### config.mk
export PLATFORM = sky130hd
export DESIGN_NAME = qei_multi
export DESIGN_NICKNAME = d
export VERILOG_FILES = /design/src/rtl/qei_pkg.sv /design/src/rtl/qei_channel.sv /design/src/rtl/qei_multi.sv
export SDC_FILE = /design/constraint.sdc
export NUM_CORES = 1
export LEC_CHECK = 0
export BUFFER_PORTS_ARGS = -buffer_cell sky130_fd_sc_hd__buf_2
export CAP_MARGIN = 20
export CELL_PAD_IN_SITES_DETAIL_PLACEMENT = 1
export CELL_PAD_IN_SITES_GLOBAL_PLACEMENT = 1
export CORE_ASPECT_RATIO = 1.5
export CORE_MARGIN = 1
export CORE_UTILIZATION = 51
export CTS_BUF_LIST = sky130_fd_sc_hd__clkbuf_8
export CTS_CLUSTER_DIAMETER = 50
export DETAILED_ROUTE_END_ITERATION = 8
export PLACE_DENSITY_LB_ADDON = 0.1
export SYNTH_ARGS = -nofsm -noshare
export SYNTH_HDL_FRONTEND = slang
export SYNTH_SLANG_ARGS = --single-unit
### constraint.sdc
create_clock -name clk -period 14.5 [get_ports clk]
set_clock_uncertainty 0.1 [all_clocks]
set_input_delay 2.175 -clock clk [delete_from_list [all_inputs] [get_ports clk]]
set_output_delay 2.175 -clock clk [all_outputs]
set_load 0.01 [all_outputs]
### src/rtl/qei_pkg.sv
// rtl/qei_pkg.sv - shared types and helpers for the multi-channel quadrature encoder interface
package qei_pkg;

    typedef enum logic [1:0] {
        X1 = 2'd0,
        X2 = 2'd1,
        X4 = 2'd2
    } decode_mode_e;

    typedef struct packed {
        logic signed [1:0] step;
        logic              illegal;
    } qei_step_t;

    // {A,B} forward order is 00 -> 10 -> 11 -> 01 -> 00
    function automatic qei_step_t qei_decode(input logic [1:0] prev, input logic [1:0] cur);
        qei_step_t r;
        r.step    = 2'sd0;
        r.illegal = 1'b0;
        case ({prev, cur})
            4'b0010, 4'b1011, 4'b1101, 4'b0100: r.step = 2'sd1;
            4'b1000, 4'b1110, 4'b0111, 4'b0001: r.step = -2'sd1;
            4'b0011, 4'b1100, 4'b1001, 4'b0110: r.illegal = 1'b1;
            default: ;
        endcase
        return r;
    endfunction

    function automatic logic signed [63:0] sat_add(input logic signed [63:0] a,
                                                   input logic signed [1:0]  d,
                                                   input logic signed [63:0] lo,
                                                   input logic signed [63:0] hi);
        logic signed [63:0] sum;
        sum = a + $signed({{62{d[1]}}, d});
        if (sum > hi) begin
            sum = hi;
        end else if (sum < lo) begin
            sum = lo;
        end
        return sum;
    endfunction

endpackage

### src/rtl/qei_channel.sv
// rtl/qei_channel.sv - one encoder channel: sync, deglitch, decode, position, error and velocity accumulator
module qei_channel
    import qei_pkg::*;
#(
    parameter int     POS_W    = 32,
    parameter int     VEL_W    = 24,
    parameter int     CNT_MODE = 2,
    parameter int     FILT_LEN = 3,
    parameter longint POS_MIN  = -(longint'(1) <<< (POS_W - 1)),
    parameter longint POS_MAX  = (longint'(1) <<< (POS_W - 1)) - 1
) (
    input  logic                    clk,
    input  logic                    rst,
    input  logic                    a_in,
    input  logic                    b_in,
    input  logic                    pos_clr,
    input  logic                    pos_load,
    input  logic [POS_W-1:0]        pos_load_val,
    input  logic                    err_clr,
    input  logic                    win_end,
    output logic signed [POS_W-1:0] position,
    output logic                    dir,
    output logic                    limit,
    output logic                    err,
    output logic signed [VEL_W-1:0] vel
);

    localparam decode_mode_e MODE      = decode_mode_e'(CNT_MODE[1:0]);
    localparam logic [3:0]   FILT_LAST = 4'(FILT_LEN - 1);
    localparam longint       VEL_MIN   = -(longint'(1) <<< (VEL_W - 1));
    localparam longint       VEL_MAX   = (longint'(1) <<< (VEL_W - 1)) - 1;

    logic [1:0]              sync1_q, sync2_q;
    logic [1:0]              filt_q, filt_d;
    logic [1:0][3:0]         cnt_q, cnt_d;
    logic signed [POS_W-1:0] pos_q, pos_d;
    logic                    dir_q, dir_d;
    logic                    limit_q, limit_d;
    logic                    err_q, err_d;
    logic signed [VEL_W-1:0] acc_q, acc_d, acc_sum;
    logic signed [VEL_W-1:0] vel_q, vel_d;
    logic signed [63:0]      pos_ext_q, pos_ext_d, acc_ext_q;
    qei_step_t               dec;
    logic signed [1:0]       cstep;

    assign pos_ext_q = $signed({{(64 - POS_W){pos_q[POS_W-1]}}, pos_q});
    assign pos_ext_d = $signed({{(64 - POS_W){pos_d[POS_W-1]}}, pos_d});
    assign acc_ext_q = $signed({{(64 - VEL_W){acc_q[VEL_W-1]}}, acc_q});

    // A level is accepted on the FILT_LEN-th consecutive differing sample
    always_comb begin
        filt_d = filt_q;
        cnt_d  = cnt_q;
        for (int i = 0; i < 2; i++) begin
            if (sync2_q[i] == filt_q[i]) begin
                cnt_d[i] = 4'd0;
            end else if (cnt_q[i] == FILT_LAST) begin
                filt_d[i] = sync2_q[i];
                cnt_d[i]  = 4'd0;
            end else begin
                cnt_d[i] = cnt_q[i] + 4'd1;
            end
        end
    end

    always_comb begin
        dec   = qei_decode(filt_q, filt_d);
        cstep = 2'sd0;
        case (MODE)
            X4: cstep = dec.step;
            X2: begin
                if (filt_q[1] != filt_d[1]) begin
                    cstep = dec.step;
                end
            end
            default: begin
                if (filt_q == 2'b00 && filt_d == 2'b10) begin
                    cstep = 2'sd1;
                end else if (filt_q == 2'b10 && filt_d == 2'b00) begin
                    cstep = -2'sd1;
                end
            end
        endcase
    end

    always_comb begin
        pos_d   = pos_q;
        dir_d   = dir_q;
        err_d   = err_q;
        acc_sum = VEL_W'(sat_add(acc_ext_q, cstep, VEL_MIN, VEL_MAX));
        acc_d   = acc_sum;
        vel_d   = vel_q;
        if (pos_clr) begin
            pos_d = '0;
        end else if (pos_load) begin
            pos_d = $signed(pos_load_val);
        end else if (cstep != 2'sd0) begin
            pos_d = POS_W'(sat_add(pos_ext_q, cstep, POS_MIN, POS_MAX));
        end
        if (dec.step != 2'sd0) begin
            dir_d = (dec.step == 2'sd1);
        end
        if (err_clr) begin
            err_d = 1'b0;
        end
        if (dec.illegal) begin
            err_d = 1'b1;
        end
        if (win_end) begin
            vel_d = acc_sum;
            acc_d = '0;
        end
    end

    assign limit_d = (pos_ext_d == POS_MIN) || (pos_ext_d == POS_MAX);

    always_ff @(posedge clk or posedge rst) begin
        if (rst) begin
            sync1_q <= '0;
            sync2_q <= '0;
            filt_q  <= '0;
            cnt_q   <= '0;
            pos_q   <= '0;
            dir_q   <= 1'b0;
            limit_q <= 1'b0;
            err_q   <= 1'b0;
            acc_q   <= '0;
            vel_q   <= '0;
        end else begin
            sync1_q <= {a_in, b_in};
            sync2_q <= sync1_q;
            filt_q  <= filt_d;
            cnt_q   <= cnt_d;
            pos_q   <= pos_d;
            dir_q   <= dir_d;
            limit_q <= limit_d;
            err_q   <= err_d;
            acc_q   <= acc_d;
            vel_q   <= vel_d;
        end
    end

    assign position = pos_q;
    assign dir      = dir_q;
    assign limit    = limit_q;
    assign err      = err_q;
    assign vel      = vel_q;

endmodule

### src/rtl/qei_multi.sv
// rtl/qei_multi.sv - multi-channel quadrature encoder interface with shared velocity window
module qei_multi
    import qei_pkg::*;
#(
    parameter int     NUM_CH        = 2,
    parameter int     POS_W         = 32,
    parameter int     VEL_W         = 24,
    parameter int     CNT_MODE      = 2,
    parameter int     FILT_LEN      = 3,
    parameter int     SAMPLE_CYCLES = 10_000_000,
    parameter longint POS_MIN       = -(longint'(1) <<< (POS_W - 1)),
    parameter longint POS_MAX       = (longint'(1) <<< (POS_W - 1)) - 1
) (
    input  logic                      clk,
    input  logic                      rst,
    input  logic [NUM_CH-1:0]         ch_a,
    input  logic [NUM_CH-1:0]         ch_b,
    input  logic [NUM_CH-1:0]         pos_clr,
    input  logic [NUM_CH-1:0]         pos_load,
    input  logic [POS_W-1:0]          pos_load_val,
    input  logic [NUM_CH-1:0]         err_clr,
    output logic [NUM_CH*POS_W-1:0]   position,
    output logic [NUM_CH-1:0]         dir,
    output logic [NUM_CH-1:0]         limit,
    output logic [NUM_CH-1:0]         err,
    output logic [NUM_CH*VEL_W-1:0]   vel,
    output logic                      vel_valid
);

    localparam int TMR_W = $clog2(SAMPLE_CYCLES + 1);

    logic [TMR_W-1:0] timer_q, timer_d;
    logic             vel_valid_q, vel_valid_d;
    logic             win_end;

    assign win_end = (timer_q == TMR_W'(SAMPLE_CYCLES - 1));

    always_comb begin
        timer_d     = win_end ? '0 : timer_q + TMR_W'(1);
        vel_valid_d = win_end;
    end

    always_ff @(posedge clk or posedge rst) begin
        if (rst) begin
            timer_q     <= '0;
            vel_valid_q <= 1'b0;
        end else begin
            timer_q     <= timer_d;
            vel_valid_q <= vel_valid_d;
        end
    end

    assign vel_valid = vel_valid_q;

    for (genvar i = 0; i < NUM_CH; i++) begin : g_ch
        qei_channel #(
            .POS_W   (POS_W),
            .VEL_W   (VEL_W),
            .CNT_MODE(CNT_MODE),
            .FILT_LEN(FILT_LEN),
            .POS_MIN (POS_MIN),
            .POS_MAX (POS_MAX)
        ) u_ch (
            .clk         (clk),
            .rst         (rst),
            .a_in        (ch_a[i]),
            .b_in        (ch_b[i]),
            .pos_clr     (pos_clr[i]),
            .pos_load    (pos_load[i]),
            .pos_load_val(pos_load_val),
            .err_clr     (err_clr[i]),
            .win_end     (win_end),
            .position    (position[i*POS_W +: POS_W]),
            .dir         (dir[i]),
            .limit       (limit[i]),
            .err         (err[i]),
            .vel         (vel[i*VEL_W +: VEL_W])
        );
    end

endmodule

==> results.txt, run 1 <==
Post-route ant nets: 0
Share of cells above drive strength 1: 14.3%
Gpl congestion: 0.926
# DRC: 0
Hold Crit Class: reg -> reg
Die ar.: 0.0309 sq mm
Root buffer cell: clkbuf_8
Crit Reg-Reg Endpoint: g_ch[0].u_ch.limit$_DFF_PP0_
Die height: 215 um
Reg2reg start: g_ch[0].u_ch.cnt_q[0]$_DFF_PP0_
Total Nets Final: 2072
Drt first-iter violations: 654
Fin crit period: 7.37 ns
Hold Fails Final Rpt: 0
Cts hold-fix bufs: 0
CP arrival: 7.72 ns
H-Tree Depth: 2
Initial antenna violation count: 0
Critical path type: reg -> reg
Chip width: 144 um
Cts repair resizes: 0
Clock tree sinks: 219
Relative slew slack: 28.3%
Required @ worst endpoint: 14.86 ns
Area growth syn-to-layout: 12.6%
Count leader, synth: dfrtp_1
WHS Path Cells: 0
Largest net degree at the start of global routing: 81
Post-CTS Setup Inserts: 0
R2R Setup Slk: 7.13 ns
Commonest cells post-synth: 219 x dfrtp_1, 166 x nor2_1, 164 x a21oi_1, 146 x nand2_1, 121 x ha_1
Yosys top cell area share: 35.7%
First-pass GRT wire length: 82.3 mm
Worst-margin pin slew: 1.07 ns
Congestion Overflow GR: 0
CP cell instances: inv_1 -> ha_1 -> nor3b_1 -> nand2_1 -> xnor2_1 -> buf_4 -> clkinv_1 -> ha_1 -> fa_1 -> a211oi_1 -> o21ai_0 -> a21oi_1 -> o31ai_2 -> a311o_1 -> a41oi_1 -> buf_4 -> o311ai_1 -> buf_4 -> o21ai_0 -> nor2_1 -> or3_1 -> nor4_1 -> nand4_1 -> o31ai_1
Most used cell, CP: buf_4
Vias in the first global route: 15400
Synth top area cells: dfrtp_1 36%, ha_1 9.8%, a21oi_1 5.3%
Ant diodes: 0
Wire per inst: 22.5 um
Seq cells post-synth: 219
Synthesized cell area: 0.0154 sq mm
Dominant synthesized flop cell: dfrtp_1
Synth area leader: dfrtp_1
Layout fillers: 3633
# port buffers: 162
Post-Syn Area per Cell: 8.76 sq um
CP endpoint kind: flop
Initial Util: 52.0%
Worst setup SP type: flop
Drt first pass iters: 5
Synth Instances: 1754
Sequential element share of the synthesized area: 35.7%
Row cnt: 77
Slew Viols, Final: 0
Crit. Startpoint: g_ch[0].u_ch.cnt_q[0]$_DFF_PP0_
Boundary Pins: 163
WL final: 52.3 mm
Core ar.: 0.0296 sq mm
Status: finished clean
Worst-skew pair later-pin latency: 0.57 ns
Post-synth EDFFs: 0
Final period util: 50.8%
Vias: 14300
FF-to-FF path depth: 24
Synth warnings: 0
Peak per-stage delay on the critical path: 0.73 ns
Final setup viols: 0
Via/cell ratio: 6.15
Max frequency: 0.136 GHz
Gr usage total: 34.5%
Critical path endpoint: g_ch[0].u_ch.limit$_DFF_PP0_
Post-synth ARST share: 100%
Setup TNS: 0 ns
CTS tree: yes
DP HPWL: 38.5 mm
Mapped Nets: 1923
Maxcap violations: 0
Clock-pin transition on the worst setup and hold timing paths: 0.06 ns
Crit-path slowest cell: clkinv_1
CTS Buffer Depth: 3
RSZ-0062 raised after global routing: no
CTS buffer count: 36
Distinct cells, synth: 92
Max FO, Critical Path: 29
[final cells by class]
type / instances / area (sq um) / area share [%]
flip-flops and latches: 219 / 5480 / 31.7
clock buffers: 49 / 674 / 3.90
well taps: 395 / 494 / 2.85
repair buffers: 177 / 943 / 5.45
inverters: 83 / 319 / 1.84
clock inverters: 14 / 96.3 / 0.556
multi-input cells: 1386 / 9310 / 53.8
[cell families after synthesis]
group | after synthesis | share of synthesized area, %
buffers and inverters | 149 | 3.93
AND/OR/NAND/NOR | 567 | 17.9
multiplexers | 5 | 0.488
AO/OA/AOI/OAI | 531 | 22.3
flip-flops | 219 | 35.7
XOR/XNOR | 130 | 7.53
adder cells (fa/ha/maj) | 153 | 12.2
[metrics by stage]
stage,instances,setup WS [ns],hold WS [ns],cell area [sq um],utilization (%)
final,2323,7.13,0.255,17300,58.5
after CTS,2321,6.83,0.252,17300,58.4
after floorplan,1754,6.23,0.231,15400,-
after detailed placement,2258,6.91,0.239,16500,55.8
after global routing,2323,6.54,0.251,17300,58.5
after global placement,2258,7.16,0.232,16500,55.8
[worst min path at each step]
| stage | from | endpoint |
|---|---|---|
| final | g_ch[1].u_ch.sync1_q[0]$_DFF_PP0_ | g_ch[1].u_ch.sync2_q[0]$_DFF_PP0_ |
| after floorplan | g_ch[0].u_ch.sync1_q[0]$_DFF_PP0_ | g_ch[0].u_ch.sync2_q[0]$_DFF_PP0_ |
| after global placement | g_ch[1].u_ch.sync1_q[0]$_DFF_PP0_ | g_ch[1].u_ch.sync2_q[0]$_DFF_PP0_ |
| after global routing | g_ch[1].u_ch.sync1_q[0]$_DFF_PP0_ | g_ch[1].u_ch.sync2_q[0]$_DFF_PP0_ |
| after detailed placement | g_ch[1].u_ch.sync1_q[0]$_DFF_PP0_ | g_ch[1].u_ch.sync2_q[0]$_DFF_PP0_ |
| after CTS | g_ch[1].u_ch.sync1_q[0]$_DFF_PP0_ | g_ch[1].u_ch.sync2_q[0]$_DFF_PP0_ |
[critical path: cells and delay by family (launching register included)]
family          cells  cell delay, ns
compound gates      9            2.37
xor+xnor            1            0.18
fa+ha+maj           3            1.15
buf+inv             5            1.57
flops               1            0.42
simple gates        6            1.47
[flip-flops by register name, summed over array words and instances (netlist names)]
register	cells
g_ch.u_ch.dir	2
g_ch.u_ch.filt_q	4
g_ch.u_ch.limit	2
g_ch.u_ch.position	64
g_ch.u_ch.acc_q	48
g_ch.u_ch.vel	48
g_ch.u_ch.cnt_q	16
vel_valid	1
g_ch.u_ch.sync1_q	4
timer_q	24
g_ch.u_ch.sync2_q	4
g_ch.u_ch.err	2
[per-layer routing]
metal  vias up  share of wire, %  GRT usage [%]  routed length [um]
li1       6657                 -              -                   -
met3       172               3.9           4.71                2060
met5         -                 0              0                   0
met2       401                52           61.7               27200
met1      7068                37           37.4               19500
met4         0               6.8           22.3                3580
[cells in the final DEF, fill, tap and decap left out, types with 21 or more instances in the layout]
| cell | count |
|---|---|
| a211oi_1 | 27 |
| a21o_1 | 44 |
| a21oi_1 | 164 |
| and3_1 | 22 |
| buf_2 | 162 |
| clkbuf_8 | 49 |
| dfrtp_1 | 219 |
| ha_1 | 121 |
| inv_1 | 83 |
| maj3_1 | 28 |
| nand2_1 | 146 |
| nand2b_1 | 21 |
| nand3_1 | 50 |
| nor2_1 | 165 |
| nor3_1 | 38 |
| o21ai_0 | 116 |
| xnor2_1 | 75 |
| xor2_1 | 54 |
Power of run 1 is left out: the tool's default activity adds up to more than one toggle a clock period on the data nets, which glitch-free logic cannot reach.
==> inputs of run 2 (changes only) <==
Settings changed: CORE_UTILIZATION 51 to 47.
Clock period 14.5 ns to 6.9 ns, I/O delays scaled along.
==> run 2 against run 1 <==
  * Die area increased by 8.4%
  * Count of clock-buffer cells in the layout decreased by 4
  * Core utilization decreased by 3.9 points
  * Global-route usage decreased by 2.5 points
  * Hold slack got worse by 0.011 ns
  * Register-to-register slack got worse by 6.7 ns
  * Critical path depth decreased by 2
  * Maximum frequency increased by 15%
  * Worst setup slack got worse by 6.7 ns
  * Wire length decreased by 0.34%
  * Sequential share of layout area decreased by 0.33 points
  * Highest routed layer unchanged
  * Via count decreased by 0.37%
==> results.txt, run 2 (synthesized netlist as in run 1, its figures left out) <==
Cts hold-fix bufs: 0
Hold Crit Class: reg -> reg
Drt first pass iters: 5
Worst-margin pin slew: 0.984 ns
# DRC: 0
Required @ worst endpoint: 7.30 ns
Pre-CTS WS: 0.169 ns
Finished Layout Cells: 2367
Slew Viols, Final: 0
Root buffer cell: clkbuf_8
Die height: 223 um
CTS buffer count: 38
CP Buf/Inv Count: 2
Max FO, Critical Path: 26
Relative slew slack: 32.7%
Crit. Startpoint: g_ch[1].u_ch.cnt_q[4]$_DFF_PP0_
DP HPWL: 39.9 mm
Max frequency: 0.156 GHz
Gr usage total: 32.0%
Placed Area: 0.0167 sq mm
Row cnt: 80
CTS Buffer Depth: 3
Wire per inst: 22.0 um
Hold Crit Start: g_ch[0].u_ch.sync1_q[1]$_DFF_PP0_
Worst hold slack: 0.244 ns
Total Nets Final: 2096
Vias in the first global route: 15500
Final setup viols: 0
Final period util: 93.0%
Status: finished clean
Maxcap violations: 0
Die ar.: 0.0334 sq mm
Clock-pin transition on the worst setup and hold timing paths: 0.06 ns
CP arrival: 6.81 ns
CP cell instances: inv_1 -> ha_1 -> or3b_4 -> mux2i_4 -> xnor2_1 -> nand2b_1 -> and2_4 -> inv_2 -> ha_1 -> a211oi_1 -> o211ai_1 -> a31oi_2 -> a21oi_2 -> a211oi_4 -> xnor2_4 -> nand2_1 -> a21o_1 -> a221o_1 -> or4b_1 -> or4_1 -> nor4_2 -> a31o_1
Fin crit period: 6.42 ns
Placed insts: 2292
Congestion Overflow GR: 0
Clock tree sinks: 219
Gpl congestion: 0.925
Worst-skew pair later-pin latency: 0.57 ns
Reg2reg start: g_ch[1].u_ch.cnt_q[4]$_DFF_PP0_
Crit-path slowest cell: or4b_1
First-pass GRT wire length: 83.3 mm
Core ar.: 0.0320 sq mm
Crit path max-delay family: simple AND/OR/NAND/NOR gates
Most used cell, CP: ha_1
Boundary Pins: 163
Peak per-stage delay on the critical path: 0.52 ns
Initial antenna violation count: 2
Worst setup SP type: flop
WL final: 52.2 mm
Post-route ant nets: 0
Commonest non-fill, non-tap cell in the layout: dfrtp_1
H-Tree Depth: 2
CP endpoint kind: flop
Chip width: 150 um
Commonest non-fill, non-tap cells in the layout: 219 x dfrtp_1, 165 x nor2_1, 164 x a21oi_1
Area growth syn-to-layout: 13.8%
Final WS setup: 0.482 ns
Vias: 14200
Final Instance Area: 0.0175 sq mm
Hold Fails Final Rpt: 0
Share of cells above drive strength 1: 15.4%
# port buffers: 162
Via/cell ratio: 6.02
Largest register FFs: 64
Largest net degree at the start of global routing: 144
Initial Util: 48.0%
Drt first-iter violations: 571
Critical path type: reg -> reg
CTS tree: yes
## run 2: what timing repair did
action	CTS	global route
endpoints found under the setup margin	0	28
resized for setup	0	9
setup buffers	0	5
## run 2: worst paths after layout
kind                            cells past startpoint                                end  slack (ns)
worst min-delay path                                0  g_ch[0].u_ch.sync2_q[1]$_DFF_PP0_        0.24
worst max-delay path                               22       g_ch[1].u_ch.limit$_DFF_PP0_        0.48
worst min register to register                      0  g_ch[0].u_ch.sync2_q[1]$_DFF_PP0_        0.24
min in group asynchronous                           2   g_ch[1].u_ch.acc_q[12]$_DFF_PP0_        0.31
worst max register to register                     22       g_ch[1].u_ch.limit$_DFF_PP0_        0.48
max in group asynchronous                           3    g_ch[0].u_ch.vel[9]$_DFFE_PP0P_        5.20
## run 2: final cells by class
cell class,count,area (sq um)
fill,3868,14500
multi-input combinational,1386,9350
sequential,219,5480
timing repair buffer,199,1110
clock buffer,45,619
tap,410,513
inverter,83,315
clock inverter,23,105
antenna,2,5.00
## run 2: metal layers
metal	part of all wire, %	GRT usage, %
met1	38	35.6
met2	52	57.2
met3	3.7	4.13
met4	6.4	19.6
met5	0	0
## run 2: metrics by stage
step / TNS, ns / utilization, %
3_5_place_dp: 0 / 52.1
3_3_place_gp: 0 / 52.1
5_1_grt: -0.0140 / 54.6
6_report: 0 / 54.6
2_1_floorplan: 0 / -
4_1_cts: 0 / 54.3
Power of run 2 is left out for the same reason.
==> inputs of run 3 (changes only) <==
Settings changed: ABC_CLOCK_PERIOD_IN_PS set to 6900, PLACE_DENSITY_LB_ADDON 0.1 to 0.12.
==> run 3 against run 2 <==
  * Cell area rose by 0.12%
  * Worst setup slack worse by 0.040 ns
  * Core utilization rose by 0.066 points
  * Die area did not move
  * Wire length decreased by 0.93%
  * Sequential share of layout area about the same
  * Final cell count is 0.30% lower
  * Non-clock buffer count is 4 lower
  * Maximum frequency decreased by 0.62%
  * Via count is 0.12% higher
  * Critical path depth is 1 higher
  * Global-route usage down 0.48 points
  * Critical path type unchanged
  * Largest cell class unchanged
==> results.txt, run 3 (synthesized netlist as in run 1, its figures left out) <==
Final Instance Area: 0.0175 sq mm
# DRC: 0
CP arrival: 6.85 ns
Core ar.: 0.0320 sq mm
Pre-CTS WS: 0.226 ns
CTS buffer count: 38
Area growth syn-to-layout: 14.0%
Fin crit period: 6.46 ns
# port buffers: 162
Cts hold-fix bufs: 0
Worst-skew pair later-pin latency: 0.56 ns
Required @ worst endpoint: 7.29 ns
Die ar.: 0.0334 sq mm
DP HPWL: 39.6 mm
Gr usage total: 31.5%
Worst-margin pin slew: 1.04 ns
Wire per inst: 21.9 um
Post-route ant nets: 0
Crit path max-delay family: simple AND/OR/NAND/NOR gates
Via/cell ratio: 6.04
Largest register FFs: 64
Max frequency: 0.155 GHz
Drt first pass iters: 5
Final WS setup: 0.442 ns
Initial Util: 48.0%
Die height: 223 um
Crit-path slowest cell: or4_1
Vias in the first global route: 15200
CTS tree: yes
Vias: 14300
Congestion Overflow GR: 0
Clock-pin transition on the worst setup and hold timing paths: 0.06 ns
Initial antenna violation count: 1
Boundary Pins: 163
H-Tree Depth: 2
Gpl congestion: 0.971
Largest net degree at the start of global routing: 168
Commonest non-fill, non-tap cells in the layout: 219 x dfrtp_1, 165 x nor2_1, 164 x a21oi_1
CP endpoint kind: flop
Status: finished clean
Slew Viols, Final: 0
First-pass GRT wire length: 82.0 mm
Hold Fails Final Rpt: 0
Critical path type: reg -> reg
Peak per-stage delay on the critical path: 0.51 ns
CTS Buffer Depth: 3
Hold Crit Class: reg -> reg
Total Nets Final: 2092
RSZ-0062 raised after global routing: no
Setup TNS: 0 ns
Chip width: 150 um
Share of cells above drive strength 1: 15.2%
Commonest non-fill, non-tap cell in the layout: dfrtp_1
Placed Area: 0.0167 sq mm
WL final: 51.7 mm
Max FO, Critical Path: 6
Maxcap violations: 0
CP Buf/Inv Count: 2
Worst setup SP type: flop
Root buffer cell: clkbuf_8
CP cell instances: inv_1 -> ha_1 -> or3b_4 -> mux2i_4 -> xnor2_1 -> nand2b_1 -> and2_4 -> inv_2 -> ha_1 -> fa_1 -> a21o_1 -> o2bb2ai_1 -> o31ai_2 -> o211ai_1 -> a21oi_1 -> xnor2_1 -> maj3_1 -> a221oi_1 -> nor2_1 -> or4b_1 -> or4_1 -> nor4_2 -> a31o_1
Row cnt: 80
Clock tree sinks: 219
Final setup viols: 0
Final period util: 93.6%
Relative slew slack: 28.6%
Drt first-iter violations: 579
[run 3: final timing paths]
| check | cells after the start | end | slack (ns) | startpoint |
|---|---|---|---|---|
| max in group asynchronous | 4 | g_ch[0].u_ch.position[9]$_DFF_PP0_ | 4.70 | rst |
| worst min-delay path | 0 | g_ch[0].u_ch.sync2_q[0]$_DFF_PP0_ | 0.25 | g_ch[0].u_ch.sync1_q[0]$_DFF_PP0_ |
| worst max-delay path | 23 | g_ch[1].u_ch.limit$_DFF_PP0_ | 0.44 | g_ch[1].u_ch.cnt_q[4]$_DFF_PP0_ |
| worst max register to register | 23 | g_ch[1].u_ch.limit$_DFF_PP0_ | 0.44 | g_ch[1].u_ch.cnt_q[4]$_DFF_PP0_ |
| min in group asynchronous | 3 | g_ch[1].u_ch.vel[10]$_DFFE_PP0P_ | 0.60 | rst |
| worst min register to register | 0 | g_ch[0].u_ch.sync2_q[0]$_DFF_PP0_ | 0.25 | g_ch[0].u_ch.sync1_q[0]$_DFF_PP0_ |
[run 3: cell type report]
cell class / count / area [sq um]
antenna: 1 / 2.50
timing repair buffer: 195 / 1070
tap: 410 / 513
multi-input combinational: 1386 / 9330
fill: 3829 / 14500
clock buffer: 50 / 688
clock inverter: 16 / 119
sequential: 219 / 5480
inverter: 83 / 318
[run 3: layer usage]
| layer | wire, um | part of all wire, % | GRT usage, % | vias to the layer above |
|---|---|---|---|---|
| met5 | 0 | 0 | 0 | - |
| met4 | 3260 | 6.3 | 18.2 | 0 |
| met3 | 2060 | 4.0 | 3.72 | 160 |
| met2 | 26800 | 52 | 57.2 | 386 |
| met1 | 19600 | 38 | 35.0 | 7008 |
| li1 | - | - | - | 6708 |
[run 3: what timing repair did]
item | CTS | global route
gates resized for setup | 0 | 6
buffers inserted | 0 | 0
setup endpoints to repair | 0 | 24
[run 3: stage by stage]
step	hold WS, ns	instances	utilization [%]
floorplan	0.231	1754	-
global placement	0.234	2293	52.1
detailed placement	0.239	2293	52.1
CTS	0.254	2359	54.6
global route	0.258	2360	54.7
finish	0.251	2360	54.7
Power of run 3 is left out for the same reason.
